File: src/rtl/seg7_pkg.sv
// Shared constants for the multiplexed 7-segment scanner: hex font, segment
// bit positions and scan FSM states.
package seg7_pkg;

  // Segment bit positions inside the 8-bit pattern.
  localparam int unsigned SEG_A  = 0;
  localparam int unsigned SEG_B  = 1;
  localparam int unsigned SEG_C  = 2;
  localparam int unsigned SEG_D  = 3;
  localparam int unsigned SEG_E  = 4;
  localparam int unsigned SEG_F  = 5;
  localparam int unsigned SEG_G  = 6;
  localparam int unsigned SEG_DP = 7;

  // Active-high g..a patterns; element 0 is glyph '0', listed from 'F' down.
  localparam logic [15:0][6:0] FONT = {
    7'h71, 7'h79, 7'h5E, 7'h39, 7'h7C, 7'h77, 7'h6F, 7'h7F,
    7'h07, 7'h7D, 7'h6D, 7'h66, 7'h4F, 7'h5B, 7'h06, 7'h3F
  };

  typedef enum logic {
    StBlank,
    StOn
  } scan_state_e;

endpackage

File: src/rtl/seg7_scan_ctrl_if.sv
// Load-side bus of the scanner: data/dp to capture, level load request and
// the one-cycle acknowledge returned on the capturing frame boundary.
interface seg7_scan_ctrl_if #(
  parameter int unsigned DIGITS = 4
) ();

  logic [4*DIGITS-1:0] data_in;
  logic [DIGITS-1:0]   dp_in;
  logic                load;
  logic                load_ack;

  modport master (
    output data_in,
    output dp_in,
    output load,
    input  load_ack
  );

  modport slave (
    input  data_in,
    input  dp_in,
    input  load,
    output load_ack
  );

endinterface

File: src/rtl/seg7_hex_font.sv
// Combinational hex nibble + decimal point to active-high segment pattern.
module seg7_hex_font
  import seg7_pkg::*;
(
  input  logic [3:0] nibble,
  input  logic       dp,
  output logic [7:0] pattern
);

  // Table lookup; dp passes straight through to its own bit.
  always_comb begin
    pattern               = '0;
    pattern[SEG_G:SEG_A]  = FONT[nibble];
    pattern[SEG_DP]       = dp;
  end

endmodule

File: src/rtl/seg7_scan_ctrl.sv
// Parametrised multiplexed 7-segment scanner with frame-synchronous
// double-buffered load, blanking guard between slots, PWM brightness and
// leading-zero blanking. Define SEG7_BLINK_EN to add per-digit blinking
// (blink_mask port, BLINK_FRAMES parameter).
// BLANK_CYC must be at least 1 and below CLK_HZ/SCAN_HZ.
module seg7_scan_ctrl
  import seg7_pkg::*;
#(
  parameter int unsigned DIGITS         = 4,
  parameter int unsigned CLK_HZ         = 50000000,
  parameter int unsigned SCAN_HZ        = 1000,
  parameter int unsigned BLANK_CYC      = 500,
  parameter int unsigned SEG_ACTIVE_LOW = 1,
  parameter int unsigned CS_ACTIVE_LOW  = 1,
  parameter int unsigned BRIGHT_W       = 4,
  parameter int unsigned LZ_BLANK       = 1
`ifdef SEG7_BLINK_EN
  ,
  parameter int unsigned BLINK_FRAMES   = 250
`endif
) (
  input  logic                clk50m,
  input  logic                rst,
  seg7_scan_ctrl_if.slave     bus,
  input  logic [BRIGHT_W-1:0] brightness,
`ifdef SEG7_BLINK_EN
  input  logic [DIGITS-1:0]   blink_mask,
`endif
  output logic [7:0]          seg7,
  output logic [DIGITS-1:0]   seg_cs,
  output logic                frame_tick
);

  localparam int unsigned SLOT   = CLK_HZ / SCAN_HZ;
  localparam int unsigned SLOT_W = (SLOT > 1) ? $clog2(SLOT) : 1;
  localparam int unsigned IDX_W  = (DIGITS > 1) ? $clog2(DIGITS) : 1;

  localparam logic [SLOT_W-1:0] BlankLast = SLOT_W'(BLANK_CYC - 1);
  localparam logic [SLOT_W-1:0] SlotLast  = SLOT_W'(SLOT - 1);
  localparam logic [IDX_W-1:0]  DigitLast = IDX_W'(DIGITS - 1);

  scan_state_e         state_q, state_d;
  logic [SLOT_W-1:0]   slot_q, slot_d;
  logic [IDX_W-1:0]    digit_q, digit_d;
  logic [BRIGHT_W-1:0] pwm_q, pwm_d;
  logic [BRIGHT_W-1:0] bright_q;
  logic [4*DIGITS-1:0] data_q;
  logic [DIGITS-1:0]   dp_q;

  logic                load_ack;
  logic [DIGITS-1:0]   lz;
  logic [DIGITS-1:0]   hide_vec;
  logic [3:0]          cur_nib;
  logic                cur_dp;
  logic                cur_lz;
  logic [7:0]          font_pat;
  logic [7:0]          seg_act;
  logic [DIGITS-1:0]   cs_act;
  logic                cs_on;

  // Scan state, slot position, digit index and PWM phase registers.
  always_ff @(posedge clk50m) begin
    if (rst) begin
      state_q <= StBlank;
      slot_q  <= '0;
      digit_q <= '0;
      pwm_q   <= '0;
    end else begin
      state_q <= state_d;
      slot_q  <= slot_d;
      digit_q <= digit_d;
      pwm_q   <= pwm_d;
    end
  end

  // Slot sequencing: guard phase, then lit phase, then advance to next digit.
  always_comb begin
    state_d = state_q;
    slot_d  = slot_q + SLOT_W'(1);
    digit_d = digit_q;
    pwm_d   = pwm_q;
    unique case (state_q)
      StBlank: begin
        pwm_d = '0;
        if (slot_q == BlankLast) state_d = StOn;
      end
      StOn: begin
        pwm_d = pwm_q + BRIGHT_W'(1);
        if (slot_q == SlotLast) begin
          state_d = StBlank;
          slot_d  = '0;
          digit_d = (digit_q == DigitLast) ? '0 : digit_q + IDX_W'(1);
        end
      end
    endcase
  end

  // Frame boundary and handshake; a reset cycle never acknowledges a load.
  always_comb begin
    frame_tick   = !rst && (state_q == StOn) && (slot_q == SlotLast) &&
                   (digit_q == DigitLast);
    load_ack     = frame_tick && bus.load;
    bus.load_ack = load_ack;
  end

  // Shadow display registers and per-slot brightness latch.
  always_ff @(posedge clk50m) begin
    if (rst) begin
      data_q   <= '0;
      dp_q     <= '0;
      bright_q <= '0;
    end else begin
      if (load_ack) begin
        data_q <= bus.data_in;
        dp_q   <= bus.dp_in;
      end
      if (state_q == StBlank && slot_q == '0) bright_q <= brightness;
    end
  end

`ifdef SEG7_BLINK_EN
  localparam int unsigned BF_W = (BLINK_FRAMES > 1) ? $clog2(BLINK_FRAMES) : 1;

  logic [BF_W-1:0] blink_cnt_q;
  logic            hidden_q;

  // Frame counter toggling the blink phase; reset leaves digits visible.
  always_ff @(posedge clk50m) begin
    if (rst) begin
      blink_cnt_q <= '0;
      hidden_q    <= 1'b0;
    end else if (frame_tick) begin
      if (blink_cnt_q == BF_W'(BLINK_FRAMES - 1)) begin
        blink_cnt_q <= '0;
        hidden_q    <= !hidden_q;
      end else begin
        blink_cnt_q <= blink_cnt_q + BF_W'(1);
      end
    end
  end

  // Masked digits stay dark for the whole hidden phase.
  always_comb begin
    hide_vec = hidden_q ? blink_mask : '0;
  end
`else
  // Without blinking every digit is always shown.
  always_comb begin
    hide_vec = '0;
  end
`endif

  // Leading-zero map: a digit blanks when it and every higher nibble are zero.
  always_comb begin
    logic upper_zero;
    lz         = '0;
    upper_zero = 1'b1;
    for (int i = DIGITS - 1; i >= 0; i--) begin
      upper_zero = upper_zero && (data_q[4*i +: 4] == 4'h0);
      lz[i]      = upper_zero && (i != 0) && (LZ_BLANK != 0);
    end
  end

  // Select the current digit's nibble, dp and blank flag.
  always_comb begin
    cur_nib = '0;
    cur_dp  = 1'b0;
    cur_lz  = 1'b0;
    for (int i = 0; i < DIGITS; i++) begin
      if (digit_q == IDX_W'(i)) begin
        cur_nib = data_q[4*i +: 4];
        cur_dp  = dp_q[i];
        cur_lz  = lz[i];
      end
    end
  end

  seg7_hex_font u_font (
    .nibble  (cur_nib),
    .dp      (cur_dp),
    .pattern (font_pat)
  );

  // Active-high drive: pattern held for all of ON, only the select is PWM-gated.
  always_comb begin
    seg_act = '0;
    cs_act  = '0;
    cs_on   = (state_q == StOn) && (pwm_q <= bright_q);
    if (state_q == StOn) begin
      seg_act = font_pat;
      if (cur_lz) seg_act[SEG_G:SEG_A] = '0;
    end
    for (int i = 0; i < DIGITS; i++) begin
      if (digit_q == IDX_W'(i)) cs_act[i] = cs_on && !hide_vec[i];
    end
  end

  // Pin polarity applied last.
  always_comb begin
    seg7   = (SEG_ACTIVE_LOW != 0) ? ~seg_act : seg_act;
    seg_cs = (CS_ACTIVE_LOW != 0) ? ~cs_act : cs_act;
  end

endmodule

File: src/flat_wrapper.sv
// flat-port wrapper written by rule: the top's interface ports become plain ports
module seg7_scan_ctrl_flat import seg7_pkg::*;
#(
  parameter int unsigned DIGITS         = 4,
  parameter int unsigned CLK_HZ         = 50000000,
  parameter int unsigned SCAN_HZ        = 1000,
  parameter int unsigned BLANK_CYC      = 500,
  parameter int unsigned SEG_ACTIVE_LOW = 1,
  parameter int unsigned CS_ACTIVE_LOW  = 1,
  parameter int unsigned BRIGHT_W       = 4,
  parameter int unsigned LZ_BLANK       = 1

)
  (clk50m, rst, brightness, seg7, seg_cs, frame_tick, bus_data_in, bus_dp_in, bus_load, bus_load_ack);
  seg7_scan_ctrl_if #(.DIGITS(DIGITS)) bus_i ();
  input  logic clk50m;
  input  logic rst;
  input  logic [BRIGHT_W-1:0] brightness;
  output logic [7:0] seg7;
  output logic [DIGITS-1:0] seg_cs;
  output logic frame_tick;
  input wire logic [$bits(bus_i.data_in)-1:0] bus_data_in;
  input wire logic [$bits(bus_i.dp_in)-1:0] bus_dp_in;
  input wire logic [$bits(bus_i.load)-1:0] bus_load;
  output wire logic [$bits(bus_i.load_ack)-1:0] bus_load_ack;
  assign bus_i.data_in = bus_data_in;
  assign bus_i.dp_in = bus_dp_in;
  assign bus_i.load = bus_load;
  assign bus_load_ack = bus_i.load_ack;
  seg7_scan_ctrl #(.DIGITS(DIGITS), .CLK_HZ(CLK_HZ), .SCAN_HZ(SCAN_HZ), .BLANK_CYC(BLANK_CYC), .SEG_ACTIVE_LOW(SEG_ACTIVE_LOW), .CS_ACTIVE_LOW(CS_ACTIVE_LOW), .BRIGHT_W(BRIGHT_W), .LZ_BLANK(LZ_BLANK)) u_core (.clk50m(clk50m), .rst(rst), .bus(bus_i), .brightness(brightness), .seg7(seg7), .seg_cs(seg_cs), .frame_tick(frame_tick));
endmodule
File: config.mk
export PLATFORM = sky130hd
export DESIGN_NAME = seg7_scan_ctrl_flat
export DESIGN_NICKNAME = d
export VERILOG_FILES = /design/src/rtl/seg7_pkg.sv /design/src/rtl/seg7_scan_ctrl_if.sv /design/src/rtl/seg7_hex_font.sv /design/src/rtl/seg7_scan_ctrl.sv /design/src/flat_wrapper.sv
export SDC_FILE = /design/constraint.sdc
export NUM_CORES = 1
export LEC_CHECK = 0
export ABC_CLOCK_PERIOD_IN_PS = 3700
export CAP_MARGIN = 20
export CORE_MARGIN = 1.5
export CORE_UTILIZATION = 56
export CTS_BUF_LIST = sky130_fd_sc_hd__clkbuf_4 sky130_fd_sc_hd__clkbuf_8
export DETAILED_ROUTE_END_ITERATION = 10
export PLACE_DENSITY = 0.82
export SYNTH_ARGS = -nofsm -noshare
export SYNTH_HDL_FRONTEND = slang
export SYNTH_HIERARCHICAL = 1
export SYNTH_SLANG_ARGS = --single-unit
File: constraint.sdc
create_clock -name clk50m -period 3.7 [get_ports clk50m]
set_input_delay 0.74 -clock clk50m [delete_from_list [all_inputs] [get_ports clk50m]]
set_output_delay 0.74 -clock clk50m [all_outputs]
set_load 0.005 [all_outputs]
==> impl_results.md, run 1 <==
- Clock slew at reported path FFs: 0.09 ns
- Fill cell count: 395
- CTS tree: yes
- Final ANT Viol Nets: 0
- Detailed-route DRC error count: 0
- Outcome: completed
- DIE WIDTH: between 70 and 80 um
- Final wirelength: 6570 um
- First-pass GRT wire length: about 11000 um
- Crit Reg-Reg Endpoint: u_core/slot_q[6]
- Largest family of logic cells by synthesized area: simple AND/OR/NAND/NOR gates
- Total CTS buffers: 5
- Drt pass-1 iters: 4
- Nature of the critical path startpoint: register
- Peak supply drop: 0.2644 mV
- Slew Viols, Final: 0
- R2R cell count: 4
- IO buf count: 40
- Cell Pwr Density: 291.3 nW/um^2
- YS warnings: 6
- TritonCTS Sinks: 47
- Clock Latency Late Sink: approximately 0.30 ns
- H-tree levels: 2
- Worst Hold Path Cells: 2
- FF-to-FF setup slack: approximately 1.5 ns
- Register area share after synthesis: approximately 33%
- Tcrit/Tclk final: 94.35%
- Clk pwr share: 40.7%
- Crit Path Max Fanout: 14
- RR Startpoint: u_core/slot_q[12]
- Dominant synthesized flop cell: dfxtp_1
- Worst hold path type: reg2reg
- NetSw: 0.0002198 W
- Syn-to-layout area delta: 21.14%
- GP Congestion: 0.8445
- Synth async-reset ratio: 0%
- Antenna cells: 0
- Comb pwr share: 7.3%
- Post-layout min period: 3.491 ns
- Final setup vio count: 0
- Final hold violations: 0
- Initial antenna violation count: 0
- Gr ovfl total: 0
- RSZ-0062 raised after global routing: no
- WHS Endpoint: u_core/bright_q[3]
- Synthesis-stage register bit count: 47
- Mapped cell area: 2823 um^2
- Die height: 74.00 um
- Simple logic cell fraction of the synthesized area: 25.58%
- Layout Skew: roughly 0.006 ns
- Most frequent cell after synthesis: dfxtp_1
- Synth Area per Inst: 8.111 um^2
- Mux contribution to synthesized area: 2.837%
- Row count: 25
- Total global-route track usage: 24.92%
- DRT iter0 DRCs: around 170
- Starting Density: 58.98%
- Critical path class: reg2out
- Flop pwr share: 52.0%
- Share of cells above drive strength 1: 10.05%
- Syn nets: 393
- P_int: between 0.0007 and 0.0008 W
- Post-detail-place hpwl: between 4000 and 5000 um
- Cell variety after synth: 40
- Complex-gate fraction of the synthesized area: 17.24%
- Vias/cell: 5.834
- Setup TNS: 0 ns
- Yosys top cell by area: dfxtp_1
- Layout Nets: 422
- Synth top area share: 33.33%
- Actual slew at the worst max-slew pin: between 0.8 and 0.9 ns
- Area contributors post-synth: dfxtp_1 33%, ha_1 8.0%, a21oi_1 7.3%, nand4_1 6.4%, o31ai_1 6.1%
- Max Cap Viol: 0
- Root Buffer: clkbuf_8
- Worst path required time: 2.96 ns
- Post-synth EDFFs: 0
- Leakage power total: 1.128 nW
- CORE AREA: 4786 um^2
- Relative slew slack: between 40% and 50%
- Crit. End Element: primary output
- Max Fclk: about 0.29 GHz
- Xor-xnor portion of the synthesized cell area: 4.965%
- HP Start: u_core/bright_q[3]
- Per-cell routed wire length: 14.76 um
- Post-Synthesis Cells: 348
- Switching share of total power: 22.07%
- Placed inst area: 3219 um^2
- Clk buf depth: 2
- Vias: 2596
- Adder-Cell Fraction of Synth Area: roughly 8%
- Critical path arrival: approximately 2.8 ns
- Largest net degree at the start of global routing: 29
- Die Area: 5475 um^2
- Fin area: 3420 um^2
- Vias in the first global route: between 2000 and 2500
- I/O Pins: 41
- Top cells by count, synth: 47 x dfxtp_1, 41 x a21oi_1, 29 x nand4_1
[flip-flops by register name, summed over array words and instances, names as in the netlist]
signal and flops:
u_core/dp_q 4, u_core/digit_q 2, u_core/state_q 1, u_core/bright_q 4, u_core/slot_q 16, u_core/data_q 16, u_core/pwm_q 4
[metal layers]
metal	global-route usage, %	share of wire [%]
met5	0	0
met4	6.996	1.8
met3	4.878	4.6
met2	44.54	51
met1	30.36	43
[timing repair]
item                                    in CTS  in global routing
setup buffers                                1                  0
gates resized for setup                     16                  4
endpoints found under the hold margin        0                  0
endpoints found under the setup margin       6                  1
hold buffers                                 0                  0
pin swaps                                    2                  2
[final cells by class]
class | count | area, um^2 | area share (%)
clock buffer | 6 | 82.58 | 2.415
sequential | 47 | 943.4 | 27.59
inverter | 16 | 60.06 | 1.756
timing repair buffer | 51 | 485.5 | 14.20
tap | 67 | 83.83 | 2.452
multi-input combinational | 256 | 1725 | 50.46
clock inverter | 2 | 38.79 | 1.134
[power groups by stage]
stage               clock network (W)   logic, W  registers [W]
floorplan                           0  0.0000394       0.000528
global placement                    0  0.0000713       0.000530
detailed placement                  0  0.0000727       0.000530
CTS                          0.000408  0.0000731       0.000518
global route                 0.000429  0.0000805       0.000519
finish                       0.000405  0.0000727       0.000518
[worst max path at each step]
stage / from / end / slack [ns] / cells after the start
floorplan: u_core/digit_q[1] / seg7[3] / 0.47 / 11
global placement: u_core/digit_q[1] / seg7[3] / 0.16 / 11
global route: u_core/digit_q[1] / seg7[6] / 0.05 / 11
CTS: u_core/digit_q[0] / seg7[3] / 0.02 / 11
finish: u_core/digit_q[1] / seg7[6] / 0.21 / 11
detailed placement: u_core/digit_q[1] / seg7[3] / 0.08 / 11
[placed cells by master (no fill, tap or decap), types with 2 or more instances in the layout]
cell type	instances
mux2i_1	2
a21oi_1	41
nor2b_1	3
o31ai_1	23
nand4_1	29
clkbuf_8	6
dfxtp_2	2
nand2b_1	2
nor2_1	23
xnor2_1	9
buf_4	11
ha_1	13
and3_1	3
and2_1	4
nand2_1	28
ha_4	5
dfxtp_1	45
nand3_1	17
xor2_1	7
inv_1	12
clkdlybuf4s50_1	39
nor4_1	6
o21ai_0	7
and4_1	2
nor3_1	8
mux2_2	3
inv_2	4
nand3b_1	6
[cells by family (layout without fill, tap and decap cells)]
group	count (synthesis)	in the layout
flip-flops	47	47
AO/OA/AOI/OAI	80	80
buffers and inverters	45	75
multiplexers	6	6
XOR/XNOR	16	16
adder cells (fa/ha/maj)	18	18
AND/OR/NAND/NOR	136	136
[stage by stage]
| step | total power (W) | instances | hold slack (ns) | utilization (%) | worst slack [ns] |
|---|---|---|---|---|---|
| 3_5_place_dp | 0.0006026 | 436 | 0.4600 | 67.27 | 0.07814 |
| 3_3_place_gp | 0.0006010 | 436 | 0.4444 | 67.27 | 0.1606 |
| 4_1_cts | 0.0009994 | 445 | 0.4743 | 71.11 | 0.02188 |
| 2_1_floorplan | 0.0005670 | 348 | 0.4297 | - | 0.4728 |
| 5_1_grt | 0.001028 | 445 | 0.4990 | 71.45 | 0.04978 |
| 6_report | 0.0009961 | 445 | 0.4811 | 71.45 | 0.2089 |
[critical path, stage by stage (launching register included)]
cell and delay, ns:
dfxtp_2 0.34, inv_2 0.06, ha_4 0.19, nand3b_1 0.16
a21oi_1 0.17, a21oi_1 0.05, o21ai_0 0.20, buf_4 0.24
mux2_2 0.35, a21oi_1 0.17, nand2_1 0.07, clkdlybuf4s50_1 0.45
Note: power is estimated with default switching activity, not from simulation.
==> run 2, diff against run 1 <==
--- a/config.mk
+++ b/config.mk
@@ -10,8 +10,10 @@
 export CORE_MARGIN = 1.5
 export CORE_UTILIZATION = 56
 export CTS_BUF_LIST = sky130_fd_sc_hd__clkbuf_4 sky130_fd_sc_hd__clkbuf_8
+export CTS_CLUSTER_SIZE = 28
 export DETAILED_ROUTE_END_ITERATION = 10
 export PLACE_DENSITY = 0.82
+export SKIP_CTS_REPAIR_TIMING = 1
 export SYNTH_ARGS = -nofsm -noshare
 export SYNTH_HDL_FRONTEND = slang
 export SYNTH_HIERARCHICAL = 1
==> impl_results.md, run 2 (same netlist as run 1, synthesis figures left out) <==
- Largest net degree at the start of global routing: 29 (unchanged)
- Final hold violations: 0 (unchanged)
- Total CTS buffers: 5 (unchanged)
- WHS Endpoint: u_core/dp_q[3]
- Clock Latency Late Sink: 0.30 ns (about the same)
- Vias: 2599 (+0.12%)
- First-pass GRT wire length: 10360 um (-3.3%)
- Outcome: completed
- Final ANT Viol Nets: 0 (unchanged)
- Vias/cell: 5.854 (+0.34%)
- Clock slew at reported path FFs: 0.09 ns (about the same)
- Slew Viols, Final: 0 (unchanged)
- Leakage power total: 1.116 nW (-1.1%)
- Root Buffer: clkbuf_8
- Relative slew slack: 46.10% (+1.5 points)
- Die height: 74.00 um (unchanged)
- DIE WIDTH: 74.00 um (unchanged)
- Final Non-Filler Cells: 444 (-0.22%)
- Design Power: 0.0009907 W (-0.53%)
- Initial antenna violation count: 0 (unchanged)
- Commonest non-fill, non-tap cell in the layout: dfxtp_1
- Total global-route track usage: 24.01% (-0.91 points)
- Crit. End Element: primary output
- R2R cell count: 4 (unchanged)
- Switching share of total power: 21.67% (-0.40 points)
- Antenna cells: 0 (unchanged)
- Row count: 25 (unchanged)
- Syn-to-layout area delta: 20.04%
- Max Cap Viol: 0 (unchanged)
- Starting Density: 58.98% (unchanged)
- Clk buf depth: 2 (unchanged)
- Most frequent cells in the layout: 45 x dfxtp_1, 41 x a21oi_1, 39 x clkdlybuf4s50_1
- Fill cell count: 404 (+2.3%)
- Tcrit/Tclk final: 95.47% (+1.1 points)
- Critical path arrival: 2.79 ns (+0.04 ns)
- RSZ-0062 raised after global routing: no
- GP Congestion: 0.8445 (unchanged)
- Comb pwr share: 7.3% (about the same)
- FF-to-FF setup slack: 1.51 ns (+0.02 ns)
- Gr ovfl total: 0 (unchanged)
- Post-layout min period: 3.532 ns (+0.04137 ns)
- NetSw: 0.0002147 W (-2.3%)
- Placed insts: 436 (unchanged)
- TritonCTS Sinks: 47 (unchanged)
- Actual slew at the worst max-slew pin: 0.8085 ns (-0.02271 ns)
- Nature of the critical path startpoint: register
- Worst hold path type: reg2reg
- Cell Pwr Density: 292.4 nW/um^2 (+0.38%)
- Final wirelength: 6494 um (-1.2%)
- Vias in the first global route: 2363 (-2.2%)
- Layout Skew: 0.008227 ns (+0.002057 ns)
- Layout Nets: 421 (-0.24%)
- HP Start: u_core/dp_q[3]
- Flop pwr share: 52.3% (+0.3 points)
- Max Fclk: 0.2831 GHz (-1.2%)
- I/O Pins: 41 (unchanged)
- Post-detail-place hpwl: 4512 um (unchanged)
- Clk pwr share: 40.4% (-0.3 points)
- Peak supply drop: 0.2637 mV (-0.28%)
- CTS tree: yes
- Drt pass-1 iters: 5 (+1)
- Per-cell routed wire length: 14.63 um (-0.93%)
- Share of cells above drive strength 1: 9.019% (-1.0 points)
- RR Startpoint: u_core/slot_q[12]
- Worst Hold Path Cells: 2 (unchanged)
- IO buf count: 40 (unchanged)
- DRT iter0 DRCs: 170 (-2.3%)
- Worst path required time: 2.96 ns (about the same)
- CORE AREA: 4786 um^2 (unchanged)
- Biggest regs: u_core/data_q x16, u_core/slot_q x16
- Final setup vio count: 0 (unchanged)
- Crit Path Max Fanout: 14 (unchanged)
- Detailed-route DRC error count: 0 (unchanged)
- Critical path class: reg2out
- P_int: 0.0007760 W (about the same)
- H-tree levels: 2 (unchanged)
- Die Area: 5475 um^2 (unchanged)
- Crit Reg-Reg Endpoint: u_core/slot_q[6]
-- run 2: changes by cell type in the layout (fill, tap and decap cells not counted), sizes merged --
| cell | delta |
|---|---|
| buf | -1 |
-- run 2: metal layers --
layer	GRT usage, %	part of all wire [%]	vias up
met1	29.43	44	1227
met2	43.85	52	61
met4	4.115	1.1	0
met5	0	0	-
met3	4.878	3.5	8
li1	-	-	1303
-- run 2: metrics by stage --
stage | util [%] | instance area (um^2) | setup TNS (ns) | worst slack, ns | hold WS (ns)
final | 70.80 | 3388 | 0 | 0.1676 | 0.4798
after global routing | 70.80 | 3388 | 0 | 0.004966 | 0.4987
after floorplan | - | 2823 | 0 | 0.4728 | 0.4297
after detailed placement | 67.27 | 3219 | 0 | 0.07814 | 0.4600
after CTS | 69.80 | 3341 | -0.6065 | -0.2708 | 0.4743
after global placement | 67.27 | 3219 | 0 | 0.1606 | 0.4444
-- run 2: worst max path at each step --
| stage | start | to | slack [ns] | cells after the start |
|---|---|---|---|---|
| 6_report | u_core/digit_q[1] | seg7[6] | 0.17 | 11 |
| 5_1_grt | u_core/digit_q[1] | seg7[1] | 0.005 | 12 |
| 4_1_cts | u_core/digit_q[1] | seg7[3] | -0.27 | 11 |
| 3_5_place_dp | u_core/digit_q[1] | seg7[3] | 0.08 | 11 |
| 3_3_place_gp | u_core/digit_q[1] | seg7[3] | 0.16 | 11 |
| 2_1_floorplan | u_core/digit_q[1] | seg7[3] | 0.47 | 11 |
-- run 2: worst max-delay path, cell delays in order, from the launching register on --
cell and delay, ns:
dfxtp_2 0.37, inv_2 0.07, ha_4 0.19, nand3b_1 0.16, a21oi_1 0.18, a21oi_1 0.06, o21ai_0 0.18, buf_4 0.24
mux2_2 0.35, a21oi_1 0.16, nand2_1 0.08, clkdlybuf4s50_1 0.45
-- run 2: cell type report --
cell class	instances	area [um^2]	share of cell area (%)
Clock buffer	6	82.58	2.437
Clock inverter	2	38.79	1.145
Tap cell	67	83.83	2.474
Multi-Input combinational cell	256	1702	50.22
Inverter	16	60.06	1.773
Timing Repair Buffer	50	478.0	14.11
Sequential cell	47	943.4	27.84
-- run 2: power groups by stage --
stage	registers [W]	clock network, W	logic [W]
2_1_floorplan	0.000528	0	0.0000394
3_3_place_gp	0.000530	0	0.0000713
3_5_place_dp	0.000530	0	0.0000727
4_1_cts	0.000518	0.000408	0.0000731
5_1_grt	0.000519	0.000426	0.0000804
6_report	0.000518	0.000400	0.0000726
